### src/rtl/nn_pkg.sv
// Shared fixed-point constants, operand type and FSM state encoding for the
// serial output-layer neuron.
package nn_pkg;

  localparam int Q34_FRAC = 4;
  localparam int Q44_FRAC = 4;

  localparam logic signed [7:0] Q44_MAX = 8'sh7F;
  localparam logic signed [7:0] Q44_MIN = 8'sh80;

  typedef logic signed [7:0] q34_t;

  typedef enum logic [1:0] {
    ACC  = 2'd0,
    CALC = 2'd1,
    OUT  = 2'd2
  } state_t;

endpackage

### src/rtl/Sigmoid_unit.sv
// Piecewise-linear sigmoid: signed Q4.4 in, unsigned Q0.8 out (1.0 clamps to 0xFF).
// Segments break at |x| = 1.0, 2.375 and 5.0; negative inputs use 1 - f(|x|).
module Sigmoid_unit #(
  parameter int DATA_WIDTH = 8
) (
  input  logic signed [DATA_WIDTH-1:0] x_i,
  output logic        [DATA_WIDTH-1:0] y_o
);

  int mag;
  int f;
  int r;

  always_comb begin
    mag = (x_i < 0) ? -int'(x_i) : int'(x_i);
    if (mag < 16) begin
      f = 4 * mag + 128;
    end else if (mag < 38) begin
      f = 2 * mag + 160;
    end else if (mag < 80) begin
      f = mag / 2 + 216;
    end else begin
      f = 256;
    end
    r = (x_i < 0) ? 256 - f : f;
    if (r > 255) begin
      r = 255;
    end
    y_o = DATA_WIDTH'(r);
  end

endmodule

### src/rtl/mac_q34.sv
// Signed multiply-accumulate: full-precision product, sign-extended into a
// wide accumulator. Synchronous clear wins over enable.
module mac_q34 #(
  parameter int DATA_WIDTH = 8,
  parameter int ACC_W      = 19
) (
  input  logic                         clk,
  input  logic                         rst_n,
  input  logic                         clr_i,
  input  logic                         en_i,
  input  logic signed [DATA_WIDTH-1:0] a_i,
  input  logic signed [DATA_WIDTH-1:0] b_i,
  output logic signed [ACC_W-1:0]      acc_o
);

  localparam int MUL_W = 2 * DATA_WIDTH;

  logic signed [MUL_W-1:0] a_ext;
  logic signed [MUL_W-1:0] b_ext;
  logic signed [MUL_W-1:0] prod;
  logic signed [ACC_W-1:0] prod_ext;
  logic signed [ACC_W-1:0] acc_q;
  logic signed [ACC_W-1:0] acc_d;

  assign a_ext    = {{DATA_WIDTH{a_i[DATA_WIDTH-1]}}, a_i};
  assign b_ext    = {{DATA_WIDTH{b_i[DATA_WIDTH-1]}}, b_i};
  assign prod     = a_ext * b_ext;
  assign prod_ext = {{(ACC_W-MUL_W){prod[MUL_W-1]}}, prod};

  always_comb begin
    acc_d = acc_q;
    if (clr_i) begin
      acc_d = '0;
    end else if (en_i) begin
      acc_d = acc_q + prod_ext;
    end
  end

  always_ff @(posedge clk or negedge rst_n) begin
    if (!rst_n) begin
      acc_q <= '0;
    end else begin
      acc_q <= acc_d;
    end
  end

  assign acc_o = acc_q;

endmodule

### src/rtl/sat_rounding_Q44.sv
// Round-half-up and saturate a wide signed fixed-point value to Q4.4.
// The input carries DATA_WIDTH-INT_LENGTH+1 fractional bits.
module sat_rounding_Q44
  import nn_pkg::*;
#(
  parameter int DATA_WIDTH = 19,
  parameter int INT_LENGTH = 12
) (
  input  logic signed [DATA_WIDTH-1:0] data_i,
  output logic signed [7:0]            data_o
);

  localparam int FRAC_IN  = DATA_WIDTH - INT_LENGTH + 1;
  localparam int SHIFT    = FRAC_IN - Q44_FRAC;
  localparam int HALF_INT = 1 << (SHIFT - 1);

  localparam logic signed [DATA_WIDTH:0] HALF = (DATA_WIDTH+1)'(HALF_INT);
  localparam logic signed [DATA_WIDTH:0] MAXV = (DATA_WIDTH+1)'(Q44_MAX);
  localparam logic signed [DATA_WIDTH:0] MINV = (DATA_WIDTH+1)'(Q44_MIN);

  logic signed [DATA_WIDTH:0] biased;
  logic signed [DATA_WIDTH:0] shifted;

  // One guard bit on top so the rounding add can never wrap.
  assign biased  = {data_i[DATA_WIDTH-1], data_i} + HALF;
  assign shifted = biased >>> SHIFT;

  always_comb begin
    data_o = shifted[7:0];
    if (shifted > MAXV) begin
      data_o = Q44_MAX;
    end else if (shifted < MINV) begin
      data_o = Q44_MIN;
    end
  end

endmodule

### src/rtl/stage2_serial_neuron.sv
// Output-layer neuron: serially MACs LENGTH Q3.4 beats, then rounds/saturates
// to Q4.4 and applies the sigmoid, holding the result until it is taken.
//
//   state | meaning
//   ACC   | accepting beats, accumulating products
//   CALC  | one cycle: register rounded sum and sigmoid
//   OUT   | result held on out_valid until out_ready
module stage2_serial_neuron
  import nn_pkg::*;
#(
  parameter int DATA_WIDTH = 8,
  parameter int LENGTH     = 8
) (
  input  logic                         clk,
  input  logic                         reset,
  input  logic                         clr,
  input  logic                         in_valid,
  output logic                         in_ready,
  input  logic signed [DATA_WIDTH-1:0] in_data,
  input  logic signed [DATA_WIDTH-1:0] in_wgt,
  output logic                         out_valid,
  input  logic                         out_ready,
  output logic        [DATA_WIDTH-1:0] out_data,
  output logic        [DATA_WIDTH-1:0] pre_act
);

  localparam int MUL_W = 2 * DATA_WIDTH;
  localparam int ACC_W = MUL_W + $clog2(LENGTH);
  localparam int CNT_W = $clog2(LENGTH);
  localparam logic [CNT_W-1:0] LAST = CNT_W'(LENGTH - 1);

  state_t                  state_q, state_d;
  logic [CNT_W-1:0]        cnt_q, cnt_d;
  logic                    out_valid_q, out_valid_d;
  logic [DATA_WIDTH-1:0]   out_data_q, out_data_d;
  logic [DATA_WIDTH-1:0]   pre_act_q, pre_act_d;

  logic                    accept;
  logic                    mac_en;
  logic                    mac_clr;
  logic signed [ACC_W-1:0] acc;
  logic signed [7:0]       sat_val;
  logic [DATA_WIDTH-1:0]   sig_val;

  assign in_ready = (state_q == ACC);
  assign accept   = in_valid && in_ready;
  // A flush drops any beat offered in the same cycle.
  assign mac_en   = accept && !clr;
  assign mac_clr  = clr || ((state_q == OUT) && out_ready);

  mac_q34 #(
    .DATA_WIDTH(DATA_WIDTH),
    .ACC_W     (ACC_W)
  ) u_mac (
    .clk  (clk),
    .rst_n(reset),
    .clr_i(mac_clr),
    .en_i (mac_en),
    .a_i  (in_data),
    .b_i  (in_wgt),
    .acc_o(acc)
  );

  sat_rounding_Q44 #(
    .DATA_WIDTH(ACC_W),
    .INT_LENGTH(ACC_W - 7)
  ) u_sat (
    .data_i(acc),
    .data_o(sat_val)
  );

  Sigmoid_unit #(
    .DATA_WIDTH(DATA_WIDTH)
  ) u_sig (
    .x_i(DATA_WIDTH'(sat_val)),
    .y_o(sig_val)
  );

  always_comb begin
    state_d     = state_q;
    cnt_d       = cnt_q;
    out_valid_d = out_valid_q;
    out_data_d  = out_data_q;
    pre_act_d   = pre_act_q;
    if (clr) begin
      state_d     = ACC;
      cnt_d       = '0;
      out_valid_d = 1'b0;
    end else begin
      case (state_q)
        ACC: begin
          if (accept) begin
            if (cnt_q == LAST) begin
              cnt_d   = '0;
              state_d = CALC;
            end else begin
              cnt_d = cnt_q + CNT_W'(1);
            end
          end
        end
        CALC: begin
          pre_act_d   = DATA_WIDTH'(sat_val);
          out_data_d  = sig_val;
          out_valid_d = 1'b1;
          state_d     = OUT;
        end
        OUT: begin
          if (out_ready) begin
            out_valid_d = 1'b0;
            state_d     = ACC;
          end
        end
        default: begin
          state_d     = ACC;
          cnt_d       = '0;
          out_valid_d = 1'b0;
        end
      endcase
    end
  end

  always_ff @(posedge clk or negedge reset) begin
    if (!reset) begin
      state_q     <= ACC;
      cnt_q       <= '0;
      out_valid_q <= 1'b0;
      out_data_q  <= '0;
      pre_act_q   <= '0;
    end else begin
      state_q     <= state_d;
      cnt_q       <= cnt_d;
      out_valid_q <= out_valid_d;
      out_data_q  <= out_data_d;
      pre_act_q   <= pre_act_d;
    end
  end

  assign out_valid = out_valid_q;
  assign out_data  = out_data_q;
  assign pre_act   = pre_act_q;

endmodule

### config.mk
export PLATFORM = sky130hd
export DESIGN_NAME = stage2_serial_neuron
export DESIGN_NICKNAME = d
export VERILOG_FILES = /design/src/rtl/nn_pkg.sv /design/src/rtl/Sigmoid_unit.sv /design/src/rtl/mac_q34.sv /design/src/rtl/sat_rounding_Q44.sv /design/src/rtl/stage2_serial_neuron.sv
export SDC_FILE = /design/constraint.sdc
export NUM_CORES = 1
export LEC_CHECK = 0
export BUFFER_PORTS_ARGS = -buffer_cell sky130_fd_sc_hd__buf_2
export CELL_PAD_IN_SITES_DETAIL_PLACEMENT = 1
export CELL_PAD_IN_SITES_GLOBAL_PLACEMENT = 2
export CORE_ASPECT_RATIO = 0.75
export CORE_MARGIN = 4
export CORE_UTILIZATION = 40
export DETAILED_ROUTE_END_ITERATION = 7
export PLACE_DENSITY_LB_ADDON = 0.12
export SYNTH_ARGS = -nofsm -noshare
export SYNTH_HDL_FRONTEND = slang
export SYNTH_SLANG_ARGS = --single-unit
### constraint.sdc
create_clock -name clk -period 9.19 [get_ports clk]
set_clock_uncertainty 0.05 [all_clocks]
set_input_delay 0.919 -clock clk [delete_from_list [all_inputs] [get_ports clk]]
set_output_delay 0.919 -clock clk [all_outputs]
set_load 0.1 [all_outputs]
==> impl_results.md <==
- Synthesized net count: approximately 950
- Most common flop cell mapped by yosys: sky130_fd_sc_hd__dfrtp_1
- Area occupied by registers: 0.00103 mm2
- X dimension of the die: around 160 um
- Run status: completed
- Yosys cell types: 98
- Sum of overflow across all layers after global routing: 0
- Async set-or-reset flop fraction in the synthesized netlist: 100%
- Flip-flop and latch count after synthesis: between 40 and 50
- Global-route total usage across every layer: a little over 20%
- Most common cell type on the critical path: sky130_fd_sc_hd__ha_1
- Diode insertion count for antenna repair: 0
- Die ar.: 0.0202 mm2
- Max cap viols: 0
- Reg2Reg Depth: 27
- Synthesized area per cell: a little over 9 um2
- Core Region: roughly 0.018 mm2
- Clock transition time at the flip-flop clock pins of the worst setup and hold paths: about 0.070 ns
- Clock buffers created by TritonCTS: 5
- Summed negative setup slack over all endpoints: 0 ns
- Unrepaired setup endpoints after global routing: no
- Area growth from synthesis to final layout: 6.24%
- Worst endpoint data arrival time: 7.48 ns
- Initial standard-cell utilization of the core: 40.8%
- Root buffer cell: sky130_fd_sc_hd__clkbuf_16
- CTS Hold Buffers Added: 0
- Number of antenna violations at the first check in global routing: 0
- Average detailed-routed wire length per instance: between 15 and 20 um
- CTS tree: done
- Layout fillers: between 2000 and 2500
- Number of ports placed on the die boundary: 39
- Power per Cell Area: ~370 mW/mm2
- Antenna-violating nets left: 0
- Fin crit share: about four fifths
- Largest net degree at the start of global routing: 42
- Critical path fanouts, max: 14
- Via total after detailed routing: 5795
- Clock network fraction of total power: between 6 and 7%
- Level count of the clock H-tree: 2
- Total net switching power: 1.51 mW
- Data required time of the critical path: around 9.3 ns
- Number of standard cells in the final layout excluding fillers: between 1000 and 1500
- Area leader, netlist: sky130_fd_sc_hd__fa_1
- Number of optimization iterations in the first detailed-route pass: 5
- Post-Synthesis Cell Area: 0.00720 mm2
- Normalized max-slew margin: 18.6%
- Transition time at the pin with the least slew margin: 1.22 ns
- Number of global-route vias before repair: between 6000 and 7000
- Startpoint kind of the worst setup timing path: flip-flop
- Final count of negative-setup-slack endpoints: 0
- DIE HEIGHT: about 120 um
- Number of placed instances with taps included: roughly 1000
- Count of input and output buffers: 38
- Number of sinks driven by the clock tree: 41
- Bufs on Longest Clock Path: 2
- Number of enable-type register cells in the synthesized netlist: 0
- Main area contributors after synthesis: sky130_fd_sc_hd__fa_1, sky130_fd_sc_hd__dfrtp_1, sky130_fd_sc_hd__ha_1
- Resize count post-CTS: 0
- Final weighted congestion of routability-driven global placement: ~0.86
- Fin crit period: 7.32 ns
- Synthesis warning total: 0
- Part of the Yosys area used for sequential elements: ~14%
- Routed via count divided by cell count: between 5 and 6
- Endpoint type of the worst setup path: flip-flop
- Total wirelength of the detailed-routed design: around 20000 um
- Number of cells on the worst hold path: 2
- Sw Ratio: 53.6%
- Global-route wire length before repair: approximately 33000 um
- Sequential power share: between 10% and 20%
- Worst setup slack after layout: between 1.5 and 2 ns
- Power share of the combinational group: between 80 and 90%
- DRC marker count from the first detailed-route iteration: roughly 290
- Area taken by multi-input logic gates: about 0.0055 mm2
- Yosys top cell area share: about a quarter
- Count of unresolved DRC violations after routing: 0
- Internal portion of total power: 1.31 mW
- Max Transition Viols Final: 0
- Worst hold path type: reg -> reg
- Number of buffers inserted to repair setup after CTS: 0
- IR drop worst, VDD: around 0.26 mV
- Rows: between 40 and 50
- Setup slack at placement: 1.91 ns
- Highest clock rate: about 140 MHz
- Proportion of layout cells with a drive suffix above 1: 12.7%
- Critical-path cell with the highest stage delay: sky130_fd_sc_hd__ha_1
- Max stage delay on crit path: roughly 0.52 ns
- Leakage power total: approximately 3.6 nW
- Nets: about 970
- Clock latency on the worst-skew pair: roughly 0.30 ns
- Syn Inst Count: 780
- Type of the worst setup path: reg -> reg
- Final hold viol count: 0
- Post-DP HPWL: 16500 um
cell usage after synthesis (all sizes together), types with 3 or more instances:
library cell / instances
a21oi: 24
buf: 9
nand4: 11
o311ai: 3
a22o: 14
dfrtp: 41
a21o: 8
xor2: 6
a31oi: 5
fa: 84
a32o: 3
nor2b: 5
o41ai: 6
xnor2: 24
and2: 28
o311a: 3
a21boi: 7
clkbuf: 20
nor4: 12
or2: 3
ha: 62
and4: 3
o21a: 5
o22ai: 5
and3: 8
a211oi: 7
o21ai: 36
or3: 6
inv: 116
nand2b: 10
nand3b: 3
a22oi: 4
mux2i: 6
o31a: 3
nor2: 38
o31ai: 9
nand2: 67
o211ai: 9
nor3: 22
nand3: 15
worst max-delay path: cells and delay by family (launching register included):
| family | cells | cell delay (ns) |
|---|---|---|
| AO/OA/AOI/OAI | 9 | 2.31 |
| adder cells (fa/ha/maj) | 4 | 1.68 |
| buffers and inverters | 2 | 0.55 |
| flip-flops | 1 | 0.50 |
| multiplexers | 2 | 0.40 |
| AND/OR/NAND/NOR | 10 | 1.74 |
layer usage:
metal	up-vias	track usage, %	share of wire [%]
li1	2717	-	-
met1	2976	32.7	55
met2	91	29.7	42
met3	11	2.38	2.8
met4	0	1.83	0.50
met5	-	0	0
final timing paths:
kind	from	endpoint	slack, ns
min reg2reg	pre_act[5]	pre_act[5]	0.43
min in group asynchronous	reset	u_mac.acc_o[0]	0.71
max in group asynchronous	reset	u_mac.acc_o[18]	7.76
min	pre_act[5]	pre_act[5]	0.43
max	u_mac.acc_o[4]	out_data[7]	1.87
max reg2reg	u_mac.acc_o[4]	out_data[7]	1.87
placed cells by master, fill, tap and decap left out, types with 9 or more instances in the layout:
cell type | synthesis | layout
sky130_fd_sc_hd__ha_1 | 62 | 62
sky130_fd_sc_hd__nand2b_1 | 9 | 9
sky130_fd_sc_hd__inv_1 | 115 | 115
sky130_fd_sc_hd__buf_2 | 2 | 38
sky130_fd_sc_hd__and2_1 | 27 | 27
sky130_fd_sc_hd__nor2_1 | 37 | 37
sky130_fd_sc_hd__fa_1 | 84 | 84
sky130_fd_sc_hd__nand2_1 | 67 | 67
sky130_fd_sc_hd__nand3_1 | 13 | 13
sky130_fd_sc_hd__nor3_1 | 19 | 19
sky130_fd_sc_hd__dfrtp_1 | 41 | 41
sky130_fd_sc_hd__a21oi_1 | 23 | 23
sky130_fd_sc_hd__o21ai_0 | 30 | 30
sky130_fd_sc_hd__a22o_1 | 12 | 12
sky130_fd_sc_hd__xnor2_1 | 24 | 24
sky130_fd_sc_hd__nor4_1 | 10 | 10
flip-flops by register name (all words and copies together), names as in the netlist:
name         count
cnt_q            3
out_data         8
u_mac.acc_o     19
out_valid        1
state_q          2
pre_act          8
cells by family after synthesis:
group	after synthesis	synth area share [%]
AOI/OAI and AO/OA	172	19.1
other	1	0.0521
muxes	6	0.834
buffers and inverters	146	9.21
DFF	41	14.2
xor gates and xnor gates	30	3.75
and+or+nand+nor	238	18.6
adders and majority gates	146	34.1
layout make-up:
class / instances / share of cell area (%)
repair buffers: 42 / 2.88
well taps: 242 / 3.96
clock buffers: 5 / 1.64
inverters: 117 / 5.74
multi-input cells: 593 / 72.0
flip-flops and latches: 41 / 13.4
clock inverters: 3 / 0.327
per-stage QoR:
| step | util (%) | hold WS (ns) | power, mW | cell area, um2 |
|---|---|---|---|---|
| after floorplan | - | 0.423 | 2.14 | 7200 |
| after global placement | 42.5 | 0.403 | 2.57 | 7500 |
| after detailed placement | 42.5 | 0.421 | 2.61 | 7500 |
| after CTS | 43.3 | 0.437 | 2.83 | 7650 |
| final | 43.3 | 0.427 | 2.81 | 7650 |
| after global routing | 43.3 | 0.454 | 3.16 | 7650 |
power by group through the flow:
stage	Combinational [mW]	Clock (mW)	Sequential [mW]
6_report	2.34	0.187	0.281
5_1_grt	2.67	0.201	0.288
4_1_cts	2.36	0.194	0.280
3_5_place_dp	2.33	0	0.283
3_3_place_gp	2.29	0	0.281
2_1_floorplan	1.87	0	0.271
(Power assumes the default switching activity.)
